## config.mk

```make
export PLATFORM = sky130hd
export DESIGN_NAME = bcd_seg7_scan
export DESIGN_NICKNAME = d
export VERILOG_FILES = /design/src/rtl/seg7_pkg.sv /design/src/rtl/bcd_digit_to_seg7.sv /design/src/rtl/bcd_seg7_scan.sv
export SDC_FILE = /design/constraint.sdc
export NUM_CORES = 1
export LEC_CHECK = 0
export BUFFER_PORTS_ARGS = -buffer_cell sky130_fd_sc_hd__buf_2
export CORE_ASPECT_RATIO = 0.8
export CORE_MARGIN = 2
export CORE_UTILIZATION = 29
export DETAILED_ROUTE_END_ITERATION = 16
export SYNTH_ARGS = -nofsm -noshare
export SYNTH_HDL_FRONTEND = slang
export SYNTH_SLANG_ARGS = --single-unit
```

## constraint.sdc

```tcl
create_clock -name clk -period 2.2 [get_ports clk]
set_input_delay 0.44 -clock clk [delete_from_list [all_inputs] [get_ports clk]]
set_output_delay 0.44 -clock clk [all_outputs]
set_load 0.02 [all_outputs]
```

## src/rtl/seg7_pkg.sv

```systemverilog
// -----------------------------------------------------------------------------
// seg7_pkg
// Shared types and glyph constants for the 4-digit BCD 7-segment scanner.
// Glyphs are active-high and ordered {g,f,e,d,c,b,a}.
// Contents:
//   seg7_t      - 7-bit glyph type
//   phase_t     - per-slot phase of the scan FSM (blank gap / drive)
//   SEG7_DIGIT  - glyphs for decimal digits 0..9
//   SEG7_DASH   - glyph for an invalid BCD nibble (segment g only)
//   SEG7_BLANK  - all segments off
// -----------------------------------------------------------------------------
package seg7_pkg;

    typedef logic [6:0] seg7_t;

    typedef enum logic {
        PH_BLANK = 1'b0,
        PH_DRIVE = 1'b1
    } phase_t;

    localparam seg7_t SEG7_DIGIT [0:9] = '{
        7'h3F,
        7'h06,
        7'h5B,
        7'h4F,
        7'h66,
        7'h6D,
        7'h7D,
        7'h07,
        7'h7F,
        7'h6F
    };

    localparam seg7_t SEG7_DASH  = 7'h40;
    localparam seg7_t SEG7_BLANK = 7'h00;

endpackage

```

## src/rtl/bcd_digit_to_seg7.sv

```systemverilog
// -----------------------------------------------------------------------------
// bcd_digit_to_seg7
// Combinational decoder from one BCD nibble to an active-high 7-segment glyph.
// Nibbles 10..15 are not valid BCD and are shown as a dash so that a corrupted
// upstream value is visible on the display instead of a misleading digit.
// Ports:
//   nibble - 4-bit BCD digit
//   glyph  - active-high {g,f,e,d,c,b,a}
// -----------------------------------------------------------------------------
module bcd_digit_to_seg7
    import seg7_pkg::*;
(
    input  logic [3:0] nibble,
    output seg7_t      glyph
);

    always_comb begin
        glyph = SEG7_DASH;
        case (nibble)
            4'd0: glyph = SEG7_DIGIT[0];
            4'd1: glyph = SEG7_DIGIT[1];
            4'd2: glyph = SEG7_DIGIT[2];
            4'd3: glyph = SEG7_DIGIT[3];
            4'd4: glyph = SEG7_DIGIT[4];
            4'd5: glyph = SEG7_DIGIT[5];
            4'd6: glyph = SEG7_DIGIT[6];
            4'd7: glyph = SEG7_DIGIT[7];
            4'd8: glyph = SEG7_DIGIT[8];
            4'd9: glyph = SEG7_DIGIT[9];
            default: glyph = SEG7_DASH;
        endcase
    end

endmodule

```

## src/rtl/bcd_seg7_scan.sv

```systemverilog
// -----------------------------------------------------------------------------
// bcd_seg7_scan
// Time-multiplexed driver for a 4-digit common-anode 7-segment display fed
// with a packed BCD word {thousands,hundreds,tens,ones}. Each digit owns a
// slot of SCAN_DIV clocks; the first BLANK_CYC clocks of every slot keep all
// digits dark to suppress ghosting. The input is double-buffered: a strobed
// value waits in 'held' and only moves to the displayed 'shadow' copy at a
// frame boundary, so a frame never mixes two values.
//
// Parameters:
//   SCAN_DIV   - clocks per digit slot (>= 2)
//   BLANK_CYC  - dark clocks at the start of each slot (0 <= BLANK_CYC < SCAN_DIV)
//   ACTIVE_LOW - 1: seg/dig pins asserted low, 0: asserted high
//
// Ports:
//   clk        - system clock, rising edge
//   rst_n      - synchronous active-low reset
//   bcd        - packed BCD, [3:0] ones .. [15:12] thousands
//   bcd_valid  - one-cycle load strobe for bcd
//   seg        - {dp,g,f,e,d,c,b,a}, registered
//   dig        - digit enables, dig[0] = ones digit, registered
//   frame_done - one-cycle pulse after digit 3's slot ends
//
// Build option:
//   LEADING_ZERO_BLANK_EN - when defined, leading zero digits (3..1) are shown
//                           dark; digit 0 always shows.
// -----------------------------------------------------------------------------
module bcd_seg7_scan
    import seg7_pkg::*;
#(
    parameter int SCAN_DIV   = 12500,
    parameter int BLANK_CYC  = 250,
    parameter int ACTIVE_LOW = 1
) (
    input  logic        clk,
    input  logic        rst_n,
    input  logic [15:0] bcd,
    input  logic        bcd_valid,
    output logic [7:0]  seg,
    output logic [3:0]  dig,
    output logic        frame_done
);

    localparam int            CW        = $clog2(SCAN_DIV);
    localparam logic [CW-1:0] SLOT_LAST = CW'(SCAN_DIV - 1);
    localparam logic [CW-1:0] BLANK_LIM = CW'(BLANK_CYC);
    localparam logic [7:0]    SEG_POL   = (ACTIVE_LOW != 0) ? 8'hFF : 8'h00;
    localparam logic [3:0]    DIG_POL   = (ACTIVE_LOW != 0) ? 4'hF : 4'h0;
    localparam phase_t        PHASE_RST = (BLANK_CYC > 0) ? PH_BLANK : PH_DRIVE;

    logic [CW-1:0] slot_cnt;
    logic [CW-1:0] slot_nxt;
    logic [1:0]    idx;
    logic [1:0]    idx_nxt;
    phase_t        phase;
    phase_t        phase_nxt;
    logic          slot_end;
    logic          frame_end;

    logic [15:0]   held;
    logic [15:0]   shadow;
    logic          pending;

    logic [3:0]    nibble;
    seg7_t         glyph;
    logic          lz_blank;
    logic [7:0]    seg_nxt;
    logic [3:0]    dig_nxt;

    // Scan state register: slot counter, digit index and the phase of the
    // current slot. phase is kept in step with slot_cnt so the output stage
    // only has to look at registered state.
    always_ff @(posedge clk) begin
        if (!rst_n) begin
            slot_cnt <= '0;
            idx      <= 2'd0;
            phase    <= PHASE_RST;
        end else begin
            slot_cnt <= slot_nxt;
            idx      <= idx_nxt;
            phase    <= phase_nxt;
        end
    end

    // Next-state logic. The phase of the next slot position is derived from
    // the next counter value; with BLANK_CYC = 0 the block never blanks.
    always_comb begin
        slot_end  = (slot_cnt == SLOT_LAST);
        frame_end = slot_end && (idx == 2'd3);
        slot_nxt  = slot_end ? '0 : slot_cnt + CW'(1);
        idx_nxt   = slot_end ? idx + 2'd1 : idx;
        phase_nxt = PH_DRIVE;
        if ((BLANK_CYC > 0) && (slot_nxt < BLANK_LIM)) begin
            phase_nxt = PH_BLANK;
        end
    end

    // Double buffer. A strobe always refreshes 'held'; the displayed copy only
    // changes at the frame boundary. A strobe landing exactly on the boundary
    // goes straight to the display and leaves nothing pending behind it.
    always_ff @(posedge clk) begin
        if (!rst_n) begin
            held    <= 16'h0000;
            shadow  <= 16'h0000;
            pending <= 1'b0;
        end else begin
            if (bcd_valid) begin
                held <= bcd;
            end
            if (frame_end && bcd_valid) begin
                shadow  <= bcd;
                pending <= 1'b0;
            end else if (frame_end && pending) begin
                shadow  <= held;
                pending <= 1'b0;
            end else if (bcd_valid) begin
                pending <= 1'b1;
            end
        end
    end

    // Select the nibble belonging to the digit currently being scanned.
    always_comb begin
        nibble = shadow[3:0];
        case (idx)
            2'd0: nibble = shadow[3:0];
            2'd1: nibble = shadow[7:4];
            2'd2: nibble = shadow[11:8];
            2'd3: nibble = shadow[15:12];
            default: nibble = shadow[3:0];
        endcase
    end

    bcd_digit_to_seg7 u_decode (
        .nibble (nibble),
        .glyph  (glyph)
    );

    // Leading-zero suppression: a digit goes dark when it and every more
    // significant nibble are zero. The ones digit is never suppressed.
    always_comb begin
        lz_blank = 1'b0;
`ifdef LEADING_ZERO_BLANK_EN
        case (idx)
            2'd3: lz_blank = (shadow[15:12] == 4'h0);
            2'd2: lz_blank = (shadow[15:8] == 8'h00);
            2'd1: lz_blank = (shadow[15:4] == 12'h000);
            default: lz_blank = 1'b0;
        endcase
`else
        lz_blank = 1'b0;
`endif
    end

    // Active-high output decode for the current phase. During the blank gap
    // everything is off; during drive exactly one enable is set. dp stays off.
    always_comb begin
        seg_nxt = 8'h00;
        dig_nxt = 4'h0;
        if (phase == PH_DRIVE) begin
            dig_nxt = 4'b0001 << idx;
            seg_nxt = lz_blank ? {1'b0, SEG7_BLANK} : {1'b0, glyph};
        end
    end

    // Output register. Polarity is applied here so the pins are glitch-free
    // and the reset value is "all off" in either polarity.
    always_ff @(posedge clk) begin
        if (!rst_n) begin
            seg        <= SEG_POL;
            dig        <= DIG_POL;
            frame_done <= 1'b0;
        end else begin
            seg        <= seg_nxt ^ SEG_POL;
            dig        <= dig_nxt ^ DIG_POL;
            frame_done <= frame_end;
        end
    end

endmodule

```

==> impl_metrics.yaml, run 1 <==
run_status:
  status: "completed"
timing:
  fin_skew_ns: 0.00616
  worstMarginPinSlew_ns: 0.650
  max_freq_ghz: 0.480
  hold_violations: 0
  slew_viol_final: 0
  layout_setup_ws_ns: 0.119
  min_period_ns: 2.08
  hold_slack_ns: 0.398
  setup_violations: 0
  slew_headroom: 0.567
  final.period_utilization: 0.946
job:
  max_cap_viol_count: 0
grt:
  grt_max_degree: 35
  grt_pass1_vias: 2327
  overflow: 0
  antenna_found_initial: 0
  grt_pass1_wl_mm: 11.4
  grt_use_total: 0.126
critical_path:
  path_class: "reg -> reg"
  cp_num_cells: 10
  required_ns: 2.38
  ff2ff_path_depth: 10
  cp-end-kind: "flip-flop"
  reg2reg_to: "seg[5]$_SDFF_PN1_"
  cp_slowest_cell: "dfxtp_4"
  path_delay_family: "compound AO/OA/AOI/OAI gates"
  path_cells: "inv_2 -> ha_4 -> a222oi_1 -> nand2_1 -> o21ai_2 -> inv_2 -> ha_1 -> or2_2 -> a21oi_1 -> o21ai_0"
  crit_buf_inv: 2
  r2r-start: "idx[1]$_SDFFE_PN0N_"
  startpoint_type: "flip-flop"
  r2r_slack_ns: 0.12
  slowest_delay_ns: 0.38
  cp.arrival_ns: 2.26
  crit_path_frequent_cell: "inv_2"
  worstPathMaxFanout: 5
placed_design:
  postPlaceCellArea_mm2: 0.00338
  hpwlAfterDp_mm: 4.81
  placed_cells: 519
  portBuffers: 30
  dp_slack_ns: -0.0268
  gp_congestion: 0.816
worst_hold_path:
  min_to: "held[4]$_SDFFE_PN0P_"
  min_from: "bcd[4]"
  whs_path_depth: 3
  hold_class: "in -> reg"
pwr:
  powerDensity_mw_per_mm2: 720
  ir_drop_mv: 0.402
  power.leakage_nw: 1.53
synth:
  yosysTopAreaCell: "dfxtp_1"
  async_flop_share: 0
  synth_area_mm2: 0.00306
  synth_enable_flop_cells: 0
  ys_seq_area_frac: 0.405
  synth_seq_cells: 62
  synth_warnings: 0
  synth_area_per_cell_um2: 8.53
  syn-instance-count: 359
  synth_ff_type: "dfxtp_1"
  syn-num-nets: 389
  ys_top_cells_by_area: "dfxtp_1, nor2_1, mux2i_1"
  synth.distinct_cells: 47
  netlist.area_leader.share: 0.405
floorplan:
  pin_count: 32
  fp.dieH_um: 95.9
  num_rows: 33
  die_w_um: 119
  core_area_mm2: 0.0103
  die_area_mm2: 0.0114
  initial_core_util: 0.298
clocking:
  cts.sinks: 62
  ctsLongestPathBuffers: 2
  cts_buffers: 9
  cts_tree: "built"
  htreeDepth: 3
  worstSkewPairLatency_ns: 0.32
  clock-root-buffer: "clkbuf_16"
  clkTransAtPathRegs_ns: 0.05
  cts_hold_buf: 0
detailed_routing:
  wirelength_mm: 6.95
  firstDrtPassIters: 5
  drt_first_iter_violations: 180
  route.detailed.drc: 0
  dr_total_vias: 2588
  vias_per_cell: 4.82
  post_drt_wl_per_cell_um: 12.9
  ant_nets: 0
finish:
  layout-drive-gt1-share: 0.196
  antenna_cells: 0
  final_common_cell: "dfxtp_1"
  instances_no_fill: 537
  areaGrowthSynthToFinish_pct: 22.8
  num-fill-cells: 1019
  final_cell_mix: "dfxtp_1, nor2_1, buf_2"
  stdcell_area_mm2: 0.00376
  nets: 422
## metrics by stage
stage	util	TNS, ns	power (mW)
after floorplan	-	0	1.29
after global placement	0.329	0	1.33
after detailed placement	0.329	-0.0492	1.33
after CTS	0.359	0	2.75
after global routing	0.366	-0.0291	2.83
final	0.366	0	2.71
## logic make-up after synthesis
kind of cell             share of synthesized area
AND/OR/NAND/NOR                              0.231
AO/OA/AOI/OAI                                0.141
other                                      0.00122
XOR/XNOR                                    0.0400
buffers and inverters                       0.0678
adder cells (fa/ha/maj)                     0.0449
flip-flops                                   0.405
multiplexers                                0.0690
## worst max-delay path by stage
stage                           startpoint                     end  slack, ns
floorplan           slot_cnt[0]$_SDFF_PP0_  shadow[8]$_SDFFE_PN0P_       0.04
global placement       idx[1]$_SDFFE_PN0N_       seg[3]$_SDFF_PN1_        0.1
detailed placement     idx[1]$_SDFFE_PN0N_       seg[0]$_SDFF_PN1_      -0.03
CTS                    idx[1]$_SDFFE_PN0N_       seg[5]$_SDFF_PN1_       0.05
global route           idx[1]$_SDFFE_PN0N_       seg[5]$_SDFF_PN1_      -0.03
finish                 idx[1]$_SDFFE_PN0N_       seg[5]$_SDFF_PN1_       0.12
## synthesized netlist by cell type, types with 2 or more instances
master and n:
o22ai_1 6, nand4_1 3, or4_1 11, buf_4 3
buf_1 2, nand4b_1 2, buf_2 4, dfxtp_1 62
and3_1 3, o21a_1 2, nor2b_1 18, clkbuf_1 15
nor2_1 54, xnor2_1 10, o21ai_0 7, inv_1 21
buf_6 2, a21oi_1 3, ha_1 11, mux2i_1 20
o21ai_1 6, a222oi_1 4, o211a_1 5, or2_1 2
nand2_1 23, nand3_1 7, a31oi_1 12, nor4_1 2
xor2_1 4, o211ai_1 11, and2_1 5, nor3_1 4
## where the power goes
part	switching (mW)	leakage (nW)	total (mW)	internal, mW
Clock	0.469	0.152	1.40	0.931
Combinational	0.0859	0.873	0.150	0.0640
Sequential	0.0140	0.506	1.16	1.15
## layer usage
metal / GRT usage / wire length [um]
met4: 0.0506 / 91
met3: 0.0355 / 341
met2: 0.185 / 3030
met1: 0.175 / 3490
met5: 0 / 0
## sequential cells by signal (all words and copies together) (netlist names)
register / cells
shadow: 16
idx: 2
slot_cnt: 14
phase: 1
frame_done: 1
held: 16
seg: 7
pending: 1
dig: 4
## worst reg2reg max path, cell delays in order, from the launching register on
cell and delay, ns:
dfxtp_4 0.38, inv_2 0.07, ha_4 0.18, a222oi_1 0.35, nand2_1 0.12, o21ai_2 0.10
inv_2 0.06, ha_1 0.20, or2_2 0.29, a21oi_1 0.14, o21ai_0 0.08
## final cells by class
type                       count  area [um2]  area share
clock buffer                  12         256      0.0682
clock inverter                 4        45.0      0.0120
inverter                      21        78.8      0.0210
multi-input combinational    251        1670       0.444
sequential                    62        1250       0.332
tap                          140         175      0.0466
timing repair buffer          47         285      0.0758
## what timing repair did
action                                  in CTS  in global routing
setup buffers                                0                  1
pin swaps                                    1                  3
cloned                                       0                  1
endpoints found under the setup margin       3                 19
gates resized for setup                      4                 18
(Power assumes the default switching activity.)
==> run 2: changes to the inputs <==
==> constraint.sdc (replaced) <==
create_clock -name clk -period 2.4 [get_ports clk]
set_input_delay 0.48 -clock clk [delete_from_list [all_inputs] [get_ports clk]]
set_output_delay 0.48 -clock clk [all_outputs]
set_load 0.02 [all_outputs]
==> impl_metrics.yaml, run 2 (synthesis results as in run 1) <==
critical_path:
  startpoint_type: "flip-flop"
  path_cells: "ha_2 -> a222oi_1 -> nand2_1 -> o21ai_2 -> inv_1 -> ha_1 -> or2_2 -> a21oi_1 -> o21ai_0"
  critPathCapture: "seg[5]$_SDFF_PN1_"
  slowest_delay_ns: 0.45
  path_class: "reg -> reg"
  reg2reg_to: "seg[5]$_SDFF_PN1_"
  r2r_slack_ns: 0.21
  ff2ff_path_depth: 9
  critPathLaunch: "idx[0]$_SDFFE_PN0N_"
  cp-end-kind: "flip-flop"
  cp_slowest_cell: "a222oi_1"
  required_ns: 2.59
  cp.arrival_ns: 2.37
  r2r-start: "idx[0]$_SDFFE_PN0N_"
  worstPathMaxFanout: 7
pwr:
  swShare: 0.215
  ir_drop_mv: 0.257
  p_switching_mw: 0.514
  sequentialPowerShare: 0.446
  p_clk_frac: 0.498
  intPower_mw: 1.88
  powerDensity_mw_per_mm2: 656
  power.leakage_nw: 1.48
  comb_power_share: 0.055
finish:
  stdcell_area_mm2: 0.00364
  antenna_cells: 0
  layout-drive-gt1-share: 0.165
  final_cell_mix: "dfxtp_1, nor2_1, buf_2"
  reg_top3: "held: 16 flops, shadow: 16 flops, slot_cnt: 14 flops"
  final_common_cell: "dfxtp_1"
  nets: 415
  areaGrowthSynthToFinish_pct: 19.0
timing:
  worstMarginPinSlew_ns: 0.733
  slew_viol_final: 0
  slew_headroom: 0.508
  max_freq_ghz: 0.458
  hold_slack_ns: 0.430
  min_period_ns: 2.19
  fin_skew_ns: 0.00703
  final.period_utilization: 0.910
  rsz0062_at_grt: "false"
  setup_violations: 0
  fin_tns_setup_ns: 0
  hold_violations: 0
run_status:
  status: "completed"
clocking:
  worstSkewPairLatency_ns: 0.33
  htreeDepth: 3
  cts_resized: 0
  cts_hold_buf: 0
  cts.sinks: 62
  clkTransAtPathRegs_ns: 0.05
  cts_buffers: 9
  cts_setup_buffers: 0
  cts_tree: "built"
  clock-root-buffer: "clkbuf_16"
  ctsLongestPathBuffers: 2
floorplan:
  die_area_mm2: 0.0114
  num_rows: 33
  fp.dieH_um: 95.9
  core_area_mm2: 0.0103
  pin_count: 32
  initial_core_util: 0.298
  die_w_um: 119
grt:
  grt_pass1_wl_mm: 11.2
  overflow: 0
  grt_max_degree: 30
  grt_pass1_vias: 2244
  antenna_found_initial: 0
  grt_use_total: 0.125
detailed_routing:
  ant_nets: 0
  firstDrtPassIters: 4
  route.detailed.drc: 0
  dr_total_vias: 2486
  drt_first_iter_violations: 202
  post_drt_wl_per_cell_um: 12.7
  vias_per_cell: 4.71
  wirelength_mm: 6.69
worst_hold_path:
  hold_class: "in -> reg"
placed_design:
  gp_congestion: 0.808
  hpwlAfterDp_mm: 4.65
  postPlaceCellArea_mm2: 0.00334
  portBuffers: 30
job:
  max_cap_viol_count: 0
run 2: changes by cell type in the layout (fill, tap and decap cells not counted), moves of 2 or more:
cell | previous run | this run
buf_4 | 15 | 11
buf_6 | 2 | 0
clkinv_2 | 3 | 1
ha_2 | 0 | 2
ha_4 | 3 | 1
inv_1 | 18 | 20
inv_2 | 3 | 1
run 2: worst min path at each step:
stage                            from                     end  slack [ns]  cells after the start
6_report                      bcd[15]   held[15]$_SDFFE_PN0P_        0.43                      3
5_1_grt                        bcd[4]    held[4]$_SDFFE_PN0P_        0.43                      3
4_1_cts                        bcd[1]    held[1]$_SDFFE_PN0P_        0.42                      3
3_5_place_dp   slot_cnt[0]$_SDFF_PP0_  slot_cnt[0]$_SDFF_PP0_        0.46                      1
3_3_place_gp   slot_cnt[0]$_SDFF_PP0_  slot_cnt[0]$_SDFF_PP0_        0.45                      1
2_1_floorplan  slot_cnt[0]$_SDFF_PP0_  slot_cnt[0]$_SDFF_PP0_        0.44                      1
run 2: worst max-delay path, delay by kind of cell, from the launching register on:
family / cells / cell delay, ns
buffers and inverters: 1 / 0.07
adders and majority gates: 2 / 0.41
AOI/OAI and AO/OA: 4 / 0.78
DFF: 1 / 0.36
and+or+nand+nor: 2 / 0.42
run 2: area by class of cell:
type | count | area, um2
Fill cell | 1062 | 6640
Multi-Input combinational cell | 250 | 1640
Sequential cell | 62 | 1250
Clock buffer | 13 | 270
Timing Repair Buffer | 41 | 233
Tap cell | 140 | 175
Inverter | 21 | 78.8
Clock inverter | 1 | 5.00
run 2: per-layer routing:
layer,track usage,part of all wire,up-vias
li1,-,-,1299
met1,0.172,0.52,1126
met2,0.172,0.42,55
met3,0.0432,0.046,6
met4,0.0595,0.012,0
met5,0,0,-
run 2: per-stage QoR:
step	power, mW	setup WS [ns]	util	std cells
CTS	2.43	0.136	0.352	528
global route	2.50	0.0174	0.354	528
global placement	1.22	0.230	0.325	514
floorplan	1.18	0.243	-	359
finish	2.39	0.215	0.354	528
detailed placement	1.22	0.161	0.325	514
run 2: power by group through the flow:
stage | registers [mW] | clock network [mW] | logic (mW)
after floorplan | 1.08 | 0 | 0.0998
after global placement | 1.09 | 0 | 0.131
after detailed placement | 1.09 | 0 | 0.133
after CTS | 1.07 | 1.23 | 0.133
after global routing | 1.07 | 1.28 | 0.150
final | 1.07 | 1.19 | 0.132
==> run 3: changes to the inputs <==
--- a/config.mk
+++ b/config.mk
@@ -8,8 +8,9 @@
 export BUFFER_PORTS_ARGS = -buffer_cell sky130_fd_sc_hd__buf_2
 export CORE_ASPECT_RATIO = 0.8
 export CORE_MARGIN = 2
-export CORE_UTILIZATION = 29
+export CORE_UTILIZATION = 30
 export DETAILED_ROUTE_END_ITERATION = 16
+export REMOVE_ABC_BUFFERS = 1
 export SYNTH_ARGS = -nofsm -noshare
 export SYNTH_HDL_FRONTEND = slang
 export SYNTH_SLANG_ARGS = --single-unit
==> impl_metrics.yaml, run 3 (synthesis results as in run 1) <==
finish:
  multiInputGateArea_mm2: 0.00162
  nets: 416
  areaGrowthSynthToFinish_pct: 18.7
  stdcell_area_mm2: 0.00364
  layout-drive-gt1-share: 0.154
  antenna_cells: 0
  regArea_mm2: 0.00124
  reg_top3: "held: 16 flops, shadow: 16 flops, slot_cnt: 14 flops"
  num-fill-cells: 1031
  instances_no_fill: 525
  final_common_cell: "dfxtp_1"
  final_cell_mix: "dfxtp_1, nor2_1, buf_2"
placed_design:
  placed_cells: 511
  hpwlAfterDp_mm: 4.85
  postPlaceCellArea_mm2: 0.00336
  gp_congestion: 0.810
  dp_slack_ns: 0.175
  portBuffers: 30
floorplan:
  num_rows: 32
  core_area_mm2: 0.00977
  initial_core_util: 0.314
  pin_count: 32
  die_w_um: 117
  fp.dieH_um: 94.4
  die_area_mm2: 0.0110
critical_path:
  worstPathMaxFanout: 29
  cp.arrival_ns: 2.50
  cp-end-kind: "flip-flop"
  path_class: "reg -> reg"
  path_cells: "ha_1 -> nand4b_1 -> or4_4 -> nor2_1 -> buf_12 -> o21a_1 -> o211a_1"
  startpoint_type: "flip-flop"
  slowest_delay_ns: 0.62
  required_ns: 2.67
  cp_slowest_cell: "or4_4"
detailed_routing:
  met1Wirelength_mm: 3.56
  route.detailed.drc: 0
  wl_met3_um: 356
  firstDrtPassIters: 5
  dr_total_vias: 2510
  ant_nets: 0
  post_drt_wl_per_cell_um: 13.4
  drt_first_iter_violations: 183
  dr_wl_met2_mm: 3.07
  vias_per_cell: 4.78
  wirelength_mm: 7.04
  highest_layer: "met4"
timing:
  min_period_ns: 2.23
  final.period_utilization: 0.931
  fin_skew_ns: 0.00605
  slew_headroom: 0.503
  worstMarginPinSlew_ns: 0.741
  hold_violations: 0
  layout_setup_ws_ns: 0.166
  slew_viol_final: 0
  setup_violations: 0
  rsz0062_at_grt: "false"
  hold_slack_ns: 0.436
  max_freq_ghz: 0.448
clocking:
  htreeDepth: 3
  clkTransAtPathRegs_ns: 0.05
  worstSkewPairLatency_ns: 0.32
  cts_tree: "built"
  clock-root-buffer: "clkbuf_16"
  cts.sinks: 62
  ctsLongestPathBuffers: 2
  cts_buffers: 9
  cts_setup_buffers: 0
pwr:
  p_switching_mw: 0.513
  powerDensity_mw_per_mm2: 658
  sequentialPowerShare: 0.445
  ir_drop_mv: 0.328
  p_total_mw: 2.39
  swShare: 0.214
  p_clk_frac: 0.497
  intPower_mw: 1.88
  comb_power_share: 0.058
  power.leakage_nw: 1.49
worst_hold_path:
  hold_class: "in -> reg"
grt:
  grt_pass1_vias: 2453
  antenna_found_initial: 0
  grt_max_degree: 30
  grt_use_total: 0.136
  grt_pass1_wl_mm: 11.7
  overflow: 0
run_status:
  status: "completed"
job:
  max_cap_viol_count: 0
[run 3: changes by cell type in the layout (fill, tap and decap cells not counted)]
cell and delta:
ha_1 +2, a21boi_0 -1, a21boi_1 +1, buf_12 +1
dfxtp_1 +1, dfxtp_4 -1, ha_2 -1, ha_4 -1
inv_1 +1, inv_2 -1, o21ai_1 +1, o21ai_2 -1
[run 3: power by group through the flow]
stage | logic, mW | registers [mW] | clock network, mW
detailed placement | 0.140 | 1.09 | 0
floorplan | 0.0710 | 1.09 | 0
global placement | 0.137 | 1.08 | 0
CTS | 0.141 | 1.06 | 1.23
global route | 0.159 | 1.07 | 1.27
finish | 0.139 | 1.07 | 1.19
[run 3: per-stage QoR]
stage,TNS [ns],utilization
floorplan,-5.11,-
global placement,0,0.344
detailed placement,0,0.344
CTS,0,0.372
global route,0,0.372
finish,0,0.372
[run 3: critical path: cells and delay by family, from the launching register on]
family | cells | cell delay [ns]
AND/OR/NAND/NOR | 3 | 1.00
flip-flops | 1 | 0.39
AO/OA/AOI/OAI | 2 | 0.38
buffers and inverters | 1 | 0.21
adder cells (fa/ha/maj) | 1 | 0.20
[run 3: routing by layer]
metal | vias to the layer above | GRT usage
met5 | - | 0
met4 | 0 | 0.0471
met3 | 4 | 0.0353
met2 | 61 | 0.206
met1 | 1150 | 0.188
li1 | 1295 | -
[run 3: layout make-up]
type	instances	area share
Tap cell	136	0.0468
Timing Repair Buffer	42	0.0695
Multi-Input combinational cell	250	0.445
Sequential cell	62	0.342
Clock inverter	1	0.00138
Inverter	21	0.0217
Clock buffer	13	0.0743
[run 3: timing repair]
action | CTS | global route
resized for setup | 0 | 3
hold buffers | 0 | 0
setup endpoints to repair | 0 | 3
[run 3: path summary, 6_finish.rpt]
kind,start,to,slack (ns),cells past startpoint
worst max register to register,slot_cnt[0]$_SDFF_PP0_,shadow[13]$_SDFFE_PN0P_,0.17,7
worst min register to register,slot_cnt[0]$_SDFF_PP0_,slot_cnt[0]$_SDFF_PP0_,0.48,1
worst min-delay path,bcd[5],held[5]$_SDFFE_PN0P_,0.44,3
worst max-delay path,slot_cnt[0]$_SDFF_PP0_,shadow[13]$_SDFFE_PN0P_,0.17,7
